==> config.mk <==
export PLATFORM = sky130hd
export DESIGN_NAME = ikaopll_dac_mixer
export DESIGN_NICKNAME = d
export VERILOG_FILES = /design/src/rtl/ikaopll_pkg.sv /design/src/rtl/ikaopll_dac_mixer_fifo.sv /design/src/rtl/ikaopll_dac_mixer.sv
export SDC_FILE = /design/constraint.sdc
export NUM_CORES = 1
export LEC_CHECK = 0
export ABC_AREA = 1
export BUFFER_PORTS_ARGS = -buffer_cell sky130_fd_sc_hd__buf_2
export CELL_PAD_IN_SITES_DETAIL_PLACEMENT = 1
export CELL_PAD_IN_SITES_GLOBAL_PLACEMENT = 1
export CORE_MARGIN = 4
export CORE_UTILIZATION = 45
export CTS_CLUSTER_SIZE = 16
export DETAILED_ROUTE_END_ITERATION = 12
export HOLD_SLACK_MARGIN = 0.03
export PLACE_DENSITY = 0.88
export RECOVER_POWER = 50
export SLEW_MARGIN = 20
export SYNTH_ARGS = -nofsm -noshare
export SYNTH_HDL_FRONTEND = slang
export SYNTH_HIERARCHICAL = 1
export SYNTH_SLANG_ARGS = --single-unit
export TNS_END_PERCENT = 5
==> constraint.sdc <==
create_clock -name i_EMUCLK -period 3.9 [get_ports i_EMUCLK]
set_clock_uncertainty 0.1 [all_clocks]
set_input_delay 0.39 -clock i_EMUCLK [delete_from_list [all_inputs] [get_ports i_EMUCLK]]
set_output_delay 0.39 -clock i_EMUCLK [all_outputs]
set_load 0.01 [all_outputs]
==> src/rtl/ikaopll_pkg.sv <==
// Shared constants and sample helpers for the IKAOPLL DAC mixer.
// The helpers work on 32-bit ints; callers size the result to their own width.
package ikaopll_pkg;

  localparam int SLOTS_DEF      = 18;
  localparam int IN_W_DEF       = 9;
  localparam int OUT_W_DEF      = 13;
  localparam int MO_SHIFT_DEF   = 0;
  localparam int RO_SHIFT_DEF   = 1;
  localparam int DLY_DEF        = 3;
  localparam int FIFO_DEPTH_DEF = 2;

  // A set sign bit with magnitude m decodes to -(m+1), i.e. the word {1,~m}.
  function automatic int sm_to_int(input int raw, input int in_w);
    int mag;
    mag = raw & ((1 << (in_w - 1)) - 1);
    return raw[in_w-1] ? -(mag + 1) : mag;
  endfunction

  function automatic int sat_int(input int v, input int out_w);
    int hi;
    int lo;
    hi = (1 << (out_w - 1)) - 1;
    lo = -(1 << (out_w - 1));
    if (v > hi) return hi;
    if (v < lo) return lo;
    return v;
  endfunction

endpackage

==> src/rtl/ikaopll_dac_mixer_fifo.sv <==
// Small result buffer between the frame accumulator and the DAC consumer.
// A push into a full buffer succeeds only when the head is popped on the same edge.
module ikaopll_dac_mixer_fifo #(
  parameter int DEPTH = 2,
  parameter int W     = 8
)(
  input  logic         emuclk,
  input  logic         rst,
  input  logic         push,
  input  logic         pop,
  input  logic [W-1:0] din,
  output logic [W-1:0] dout,
  output logic         valid,
  output logic         full
);

  localparam int PTR_W = (DEPTH > 1) ? $clog2(DEPTH) : 1;
  localparam int CNT_W = $clog2(DEPTH + 1);

  logic [W-1:0]     mem [DEPTH];
  logic [PTR_W-1:0] wr_ptr;
  logic [PTR_W-1:0] rd_ptr;
  logic [CNT_W-1:0] count;
  logic             do_push;
  logic             do_pop;

  assign valid   = (count != '0);
  assign full    = (count == CNT_W'(DEPTH));
  assign do_pop  = pop & valid;
  assign do_push = push & (~full | do_pop);
  assign dout    = valid ? mem[rd_ptr] : '0;

  function automatic logic [PTR_W-1:0] nxt(input logic [PTR_W-1:0] p);
    return (p == PTR_W'(DEPTH - 1)) ? '0 : p + 1'b1;
  endfunction

  always_ff @(posedge emuclk) begin
    if (rst) begin
      wr_ptr <= '0;
      rd_ptr <= '0;
      count  <= '0;
    end else begin
      if (do_push) wr_ptr <= nxt(wr_ptr);
      if (do_pop)  rd_ptr <= nxt(rd_ptr);
      if (do_push & ~do_pop)      count <= count + 1'b1;
      else if (do_pop & ~do_push) count <= count - 1'b1;
    end
  end

  // Storage needs no reset: the head is masked to zero while empty.
  always_ff @(posedge emuclk) begin
    if (do_push) mem[wr_ptr] <= din;
  end

endmodule

==> src/rtl/ikaopll_dac_mixer.sv <==
// Per-frame melody/rhythm summer: accumulates weighted samples between delayed
// frame markers and queues saturated MO/RO/MIX results for the DAC side.
module ikaopll_dac_mixer
  import ikaopll_pkg::*;
#(
  parameter int SLOTS      = SLOTS_DEF,
  parameter int IN_W       = IN_W_DEF,
  parameter int OUT_W      = OUT_W_DEF,
  parameter int MO_SHIFT   = MO_SHIFT_DEF,
  parameter int RO_SHIFT   = RO_SHIFT_DEF,
  parameter int DLY        = DLY_DEF,
  parameter int FIFO_DEPTH = FIFO_DEPTH_DEF
)(
  input  logic                    i_EMUCLK,
  input  logic                    i_RST,
  input  logic                    i_phi1_NCEN_n,
  input  logic                    i_CYCLE_00,
  input  logic                    i_SAMPLE_VALID,
  input  logic                    i_GROUP,
  input  logic [IN_W-1:0]         i_SAMPLE,
  output logic                    o_VALID,
  input  logic                    i_READY,
  output logic signed [OUT_W-1:0] o_MO_DATA,
  output logic signed [OUT_W-1:0] o_RO_DATA,
  output logic signed [OUT_W-1:0] o_MIX_DATA,
  output logic                    o_OVF
);

  localparam int MAX_SH = (MO_SHIFT > RO_SHIFT) ? MO_SHIFT : RO_SHIFT;
  localparam int ACC_W  = IN_W + $clog2(SLOTS) + MAX_SH + 1;
  localparam int ENT_W  = 3 * OUT_W;

  logic [DLY-1:0]           dly_sr;
  logic signed [ACC_W-1:0]  mo_acc;
  logic signed [ACC_W-1:0]  ro_acc;
  logic signed [ACC_W-1:0]  smp_mo;
  logic signed [ACC_W-1:0]  smp_ro;
  logic                     primed;
  logic                     en;
  logic                     bnd;
  logic                     push;
  logic                     pop;
  logic                     full;
  int                       smp_val;
  logic [ENT_W-1:0]         push_data;
  logic [ENT_W-1:0]         head;

  assign en      = ~i_phi1_NCEN_n;
  assign bnd     = en & dly_sr[DLY-1];
  assign push    = bnd & primed;
  assign pop     = o_VALID & i_READY;
  assign smp_val = sm_to_int(int'(i_SAMPLE), IN_W);
  assign smp_mo  = ACC_W'(smp_val <<< MO_SHIFT);
  assign smp_ro  = ACC_W'(smp_val <<< RO_SHIFT);

  assign push_data = {OUT_W'(sat_int(int'(mo_acc), OUT_W)),
                      OUT_W'(sat_int(int'(ro_acc), OUT_W)),
                      OUT_W'(sat_int(int'(mo_acc) + int'(ro_acc), OUT_W))};

  always_ff @(posedge i_EMUCLK) begin
    if (i_RST) begin
      dly_sr <= '0;
      mo_acc <= '0;
      ro_acc <= '0;
      primed <= 1'b0;
      o_OVF  <= 1'b0;
    end else begin
      if (en) begin
        dly_sr[0] <= i_CYCLE_00;
        for (int i = 1; i < DLY; i++) dly_sr[i] <= dly_sr[i-1];
        // The boundary cycle closes the frame; its own sample belongs to neither frame.
        if (dly_sr[DLY-1]) begin
          mo_acc <= '0;
          ro_acc <= '0;
          primed <= 1'b1;
        end else if (i_SAMPLE_VALID) begin
          if (i_GROUP) ro_acc <= ro_acc + smp_ro;
          else         mo_acc <= mo_acc + smp_mo;
        end
      end
      if (push & full & ~pop) o_OVF <= 1'b1;
    end
  end

  ikaopll_dac_mixer_fifo #(
    .DEPTH (FIFO_DEPTH),
    .W     (ENT_W)
  ) u_fifo (
    .emuclk (i_EMUCLK),
    .rst    (i_RST),
    .push   (push),
    .pop    (pop),
    .din    (push_data),
    .dout   (head),
    .valid  (o_VALID),
    .full   (full)
  );

  assign o_MO_DATA  = head[3*OUT_W-1:2*OUT_W];
  assign o_RO_DATA  = head[2*OUT_W-1:OUT_W];
  assign o_MIX_DATA = head[OUT_W-1:0];

endmodule

# ---- Word-level counts from Yosys, hierarchy flattened
# Memories as Yosys holds them, arrays and structs flattened. A register that Yosys moved wholly into a read port is not among the register bits.
# Cells that the tools add are included.
dict set report op_classes {
  addsub 9
  magnitude_cmp 6
  eq_ne 2
  n_mux 37
  bitwise_logic 15
  n_reduce_logical 7
}
# op n
set op_table {}
lappend op_table {{13-bit two-way mux} 9}
lappend op_table {{16-bit two-way mux} 7}
lappend op_table {{39-bit two-way mux} 1}
lappend op_table {{12-bit two-way mux} 3}
lappend op_table {{16-bit adder} 2}
lappend op_table {{16-bit by 13-bit > comparator with 1-bit output (second input constant)} 2}
lappend op_table {{16-bit by 13-bit less-than comparator with 1-bit output (second input constant)} 2}
lappend op_table {{16-bit by 16-bit adder with 17-bit output} 1}
lappend op_table {{17-bit by 13-bit > comparator with 1-bit output (second input constant)} 1}
lappend op_table {{17-bit by 13-bit less-than comparator with 1-bit output (second input constant)} 1}
lappend op_table {{9-bit negator with 16-bit output} 1}
lappend op_table {{1-bit two-way mux} 15}
lappend op_table {{8-bit by 1-bit adder with 9-bit output (second input constant)} 1}
lappend op_table {{1-bit AND} 9}
lappend op_table {{2-bit nonzero test} 4}
lappend op_table {{3-bit AND reduction} 2}
lappend op_table {{1-bit NOT} 5}
lappend op_table {{2-bit two-way mux} 2}
lappend op_table {{1-bit adder (second input constant)} 2}
lappend op_table {{2-bit by 1-bit adder with 2-bit output (second input constant)} 1}
lappend op_table {{2-bit == test (second input constant)} 1}
lappend op_table {{2-bit by 1-bit inequality test with 1-bit output (second input constant)} 1}
lappend op_table {{2-bit AND reduction} 1}
lappend op_table {{2-bit by 1-bit subtractor with 2-bit output (second input constant)} 1}
lappend op_table {{1-bit OR} 1}
dict set report totals {
  register_bits 41
  mem_bits_rw 78
  inputBits 16
  output_inout_bits 41
  memories 1
}
# name depth word_bits read_ports rd_ports_with_merged_regs write_ports line
set memory_table {}
lappend memory_table {u_fifo.mem 2 39 1 1 1 ikaopll_dac_mixer_fifo.sv:20} ;# logic [W-1:0] mem [DEPTH];

# ---- Depth between registers and ports, before layout
dict set report logic_depth {
  ltp_word 9
  ltp_mapped 15
}

# ---- Cells and area by module
# Netlist, hierarchy kept.
# module instances cells_each area_each_um2
set modules_own_cells {}
lappend modules_own_cells {ikaopll_dac_mixer 1 686 4080.2}
lappend modules_own_cells {ikaopll_dac_mixer_fifo 1 247 3170.5}

# ---- Least setup slack after synthesis
# OpenSTA, ideal clock, no wires.
dict set report synth_timing {
  kind {flip-flop to flip-flop}
  start {register u_fifo.count[1]}
  end {memory u_fifo/mem[0][0] (netlist name) (enable)}
  setup_time_ns 0.435
  t_arrival_ns 2.600
  path_slack_ns 0.765
  path_stages_with_launch 8
  path_buffers 0
  synth_period_minus_slack_ns 3.135
  cell_sequence {dfxtp_1 > nor2_2 > inv_1 > nand2_1 > inv_1 > nand3b_1 > nand2_1 > nor2_1}
}
dict set report synth_via {
  elab_chain_cells 7
}
# item line
set synth_lines {}
lappend synth_lines {{from (decl)} ikaopll_dac_mixer_fifo.sv:23} ;# logic [CNT_W-1:0] count;
lappend synth_lines {{from (signal assigned)} ikaopll_dac_mixer_fifo.sv:45} ;# if (do_push & ~do_pop) count <= count + 1'b1;
lappend synth_lines {{from (signal assigned)} ikaopll_dac_mixer_fifo.sv:46} ;# else if (do_pop & ~do_push) count <= count - 1'b1;
lappend synth_lines {{2-bit nonzero test} ikaopll_dac_mixer_fifo.sv:27} ;# assign valid = (count != '0);
lappend synth_lines {{net o_VALID} ikaopll_dac_mixer.sv:21} ;# output logic o_VALID,
lappend synth_lines {{1-bit AND} ikaopll_dac_mixer.sv:51} ;# assign pop = o_VALID & i_READY;
lappend synth_lines {{net pop} ikaopll_dac_mixer.sv:42} ;# logic pop;
lappend synth_lines {{1-bit AND} ikaopll_dac_mixer_fifo.sv:29} ;# assign do_pop = pop & valid;
lappend synth_lines {{1-bit OR} ikaopll_dac_mixer_fifo.sv:30} ;# assign do_push = push & (~full | do_pop);
lappend synth_lines {{1-bit AND} ikaopll_dac_mixer_fifo.sv:30}
lappend synth_lines {{1-bit two-way mux} ikaopll_dac_mixer_fifo.sv:52} ;# if (do_push) mem[wr_ptr] <= din;
lappend synth_lines {{1-bit two-way mux (not written as such)} ikaopll_dac_mixer_fifo.sv:52}
lappend synth_lines {{to (decl)} ikaopll_dac_mixer_fifo.sv:20}
# The timed path passes the listed nets, and every way through them passes these cells.

==> results.py <==
metrics = {
    "placement": {
        "dp_cells": 1181,
        "gp_congestion": 0.919,
        "numPortBuffers": 56,
        "hpwl_um": 16000,
    },
    "timing": {
        "tns_ns": 0,
        "worst_slew_pin_slew_ns": 1.79,
        "rsz0062_at_grt": "no",
        "fmax_mhz": 331,
        "finalMaxSlewViolations": 38,
        "hold_viol": 0,
        "setup_viol": 0,
        "relSlewSlack": -0.191,
        "period_minus_slack_ns": 3.02,
        "fin_crit_sh": 0.774,
    },
    "route": {
        "wl_per_cell_um": 18.1,
        "drt_wl_total_um": 22000,
        "antenna_left": 0,
        "drc": 0,
        "drt_iter0_drc": 365,
        "first_pass_iters": 5,
        "vias_per_cell": 5.40,
        "num_vias": 6553,
    },
    "flow_run": {
        "maxCapViolations": 1,
    },
    "worst_setup_path": {
        "end_kind": "output pin",
        "critPathRequiredTime_ns": 3.41,
        "reg2reg_from": "u_fifo/count[1]",
        "path_class": "reg -> out",
        "crit_fanout": 40,
        "critPathArrivalTime_ns": 2.53,
        "startpoint_type": "register",
    },
    "grt": {
        "grt_pass1_vias": 6831,
        "antenna_found_initial": 0,
        "gr-total-overflow": 0,
        "top_usage_layer": "met2",
        "track_usage": 0.249,
        "grt_pass1_wl_um": 35700,
        "grt_util_met2": 0.429,
        "met1_usage": 0.323,
        "grt_max_degree": 41,
        "grt_use_met3": 0.0391,
    },
    "hold_path": {
        "worstHoldStart": "i_CYCLE_00",
        "hp-class": "in -> reg",
    },
    "synthesis": {
        "yosys.cell_types.count": 35,
        "ys_async_sr_fraction": 0,
        "synthesis.nets": 997,
        "synth_edf_count": 78,
        "synth-seq-cells": 119,
        "synth-main-ff-cell": "edfxtp_1",
        "syn_inst": 933,
        "synth_seq_area_share": 0.436,
        "syn_area_mm2": 0.00725,
        "synth.avg_cell_area_um2": 7.77,
        "yosysWarnings": 6,
    },
    "die": {
        "initial_utilization": 0.458,
        "dieHeight_um": 135,
        "rows": 46,
        "core_region_area_mm2": 0.0158,
        "die_w_um": 135,
        "pin_count": 57,
        "dieArea_mm2": 0.0182,
    },
    "power": {
        "netSwitchingFraction": 0.298,
        "clockPowerShare": 0.446,
        "combPwrFrac": 0.134,
        "p_seq_frac": 0.420,
        "max-vdd-ir-drop_uv": 327,
        "p_switching_mw": 1.01,
        "internal_power_mw": 2.39,
        "cellPowerDensity_mw_per_mm2": 414,
        "p_leak_nw": 3.74,
    },
    "layout": {
        "drive_gt1_frac": 0.0853,
        "instances_no_fill": 1213,
        "fill_cells": 1983,
        "final_nets": 1048,
        "diodes": 0,
        "syn_to_final_growth_pct": 13.1,
    },
    "run_status": {
        "status": "complete, but fails checks",
        "violations": "max-capacitance violations, max-slew violations",
    },
    "clock_network": {
        "h-tree-depth": 4,
        "tritoncts": "built",
        "clk_pin_slew_worst_paths_ns": 0.07,
        "cts_setup_buffers": 0,
        "insertion_delay_ns": 0.43,
        "numCtsBuffers": 17,
        "clock_path_buffers": 2,
        "cts_resized": 0,
        "postCtsHoldBufs": 0,
        "clockRootBuffer": "clkbuf_16",
        "cts_sinks": 119,
    },
}
## through the flow
step	util	total power [mW]	cell area (um^2)	hold WS, ns	setup slack [ns]
after global placement	0.484	1.87	7670	0.338	0.993
after floorplan	-	1.76	7250	0.336	0.765
after CTS	0.521	3.42	8240	0.100	1.29
final	0.518	3.40	8200	0.106	0.883
after global routing	0.518	3.54	8200	0.147	0.684
after detailed placement	0.484	1.90	7670	0.348	0.941
## cell type report
type,instances,area (um^2),share of cell area
inverters,86,323,0.0393
well taps,216,270,0.0329
flip-flops and latches,119,3160,0.386
multi-input cells,700,3590,0.438
repair buffers,60,283,0.0345
clock buffers,17,425,0.0519
clock inverters,15,149,0.0181
## worst max-delay path: stages, from the launching register on
cell	delay, ns
dfxtp_1	0.30
buf_4	0.25
inv_1	0.93
nand2_1	0.18
a21oi_1	0.26
buf_2	0.18
## power by group through the flow
stage	Combinational, mW	Clock (mW)	Sequential, mW
after floorplan	0.328	0	1.44
after global routing	0.516	1.59	1.43
final	0.455	1.52	1.43
after global placement	0.420	0	1.45
after detailed placement	0.446	0	1.45
after CTS	0.455	1.54	1.43
## layout by cell type (no fill, tap or decap), types with 7 or more instances in the layout
cell type,Yosys,layout
ha_1,46,46
nand3_1,54,55
clkbuf_1,10,20
nand2_1,301,303
or2_2,8,8
xor2_1,14,14
a21oi_1,118,118
xnor2_1,7,7
buf_2,8,36
inv_1,83,84
nor2_1,75,74
o21ai_0,25,25
edfxtp_1,78,78
clkbuf_16,0,17
dfxtp_1,41,41
## state kept, by name, indices dropped and copies added (netlist names), named ones only
| register | flops |
|---|---|
| u_fifo/wr_ptr | 1 |
| primed | 1 |
| u_fifo/rd_ptr | 1 |
| ro_acc | 15 |
| dly_sr | 3 |
| o_OVF | 1 |
| u_fifo/count | 2 |
| u_fifo/mem | 78 |
| mo_acc | 16 |
## worst paths after layout
check                                         to  slack (ns)  cells after the start
worst min register to register         dly_sr[0]        0.36                      2
worst max-delay path               o_RO_DATA[10]        0.88                      5
worst max register to register  u_fifo/mem[1][9]        1.04                      9
worst min-delay path                   dly_sr[0]        0.11                      3
## cells by family after synthesis
group	count (synthesis)	synth area share
DFF	119	0.436
and+or+nand+nor	463	0.261
AOI/OAI and AO/OA	168	0.124
adders and majority gates	48	0.0849
buffers and inverters	114	0.0682
xor gates and xnor gates	21	0.0254
## routing by layer
| layer | share of wire | vias up |
|---|---|---|
| li1 | - | 3210 |
| met1 | 0.44 | 3141 |
| met2 | 0.49 | 164 |
| met3 | 0.048 | 38 |
| met4 | 0.020 | 0 |
| met5 | 0 | - |
## cells in the mapped netlist, drive strengths merged, types with 2 or more instances
| cell type | count | area (um^2) |
|---|---|---|
| nand2 | 304 | 1150 |
| a21oi | 118 | 591 |
| inv | 85 | 319 |
| edfxtp | 78 | 2340 |
| nor2 | 76 | 288 |
| nand3 | 56 | 290 |
| ha | 46 | 576 |
| dfxtp | 41 | 821 |
| o21ai | 25 | 125 |
| buf | 18 | 134 |
| xor2 | 14 | 123 |
| clkbuf | 10 | 37.5 |
| or2 | 8 | 50.1 |
| xnor2 | 7 | 61.3 |
| a21boi | 6 | 45.0 |
| nand3b | 6 | 45.0 |
| nand4 | 6 | 37.5 |
| nor3 | 6 | 30.0 |
| a21o | 5 | 37.5 |
| a211oi | 4 | 30.0 |
| a31oi | 4 | 25.0 |
| fa | 2 | 40.0 |
| o21bai | 2 | 15.0 |
(Power assumes the default switching activity.)
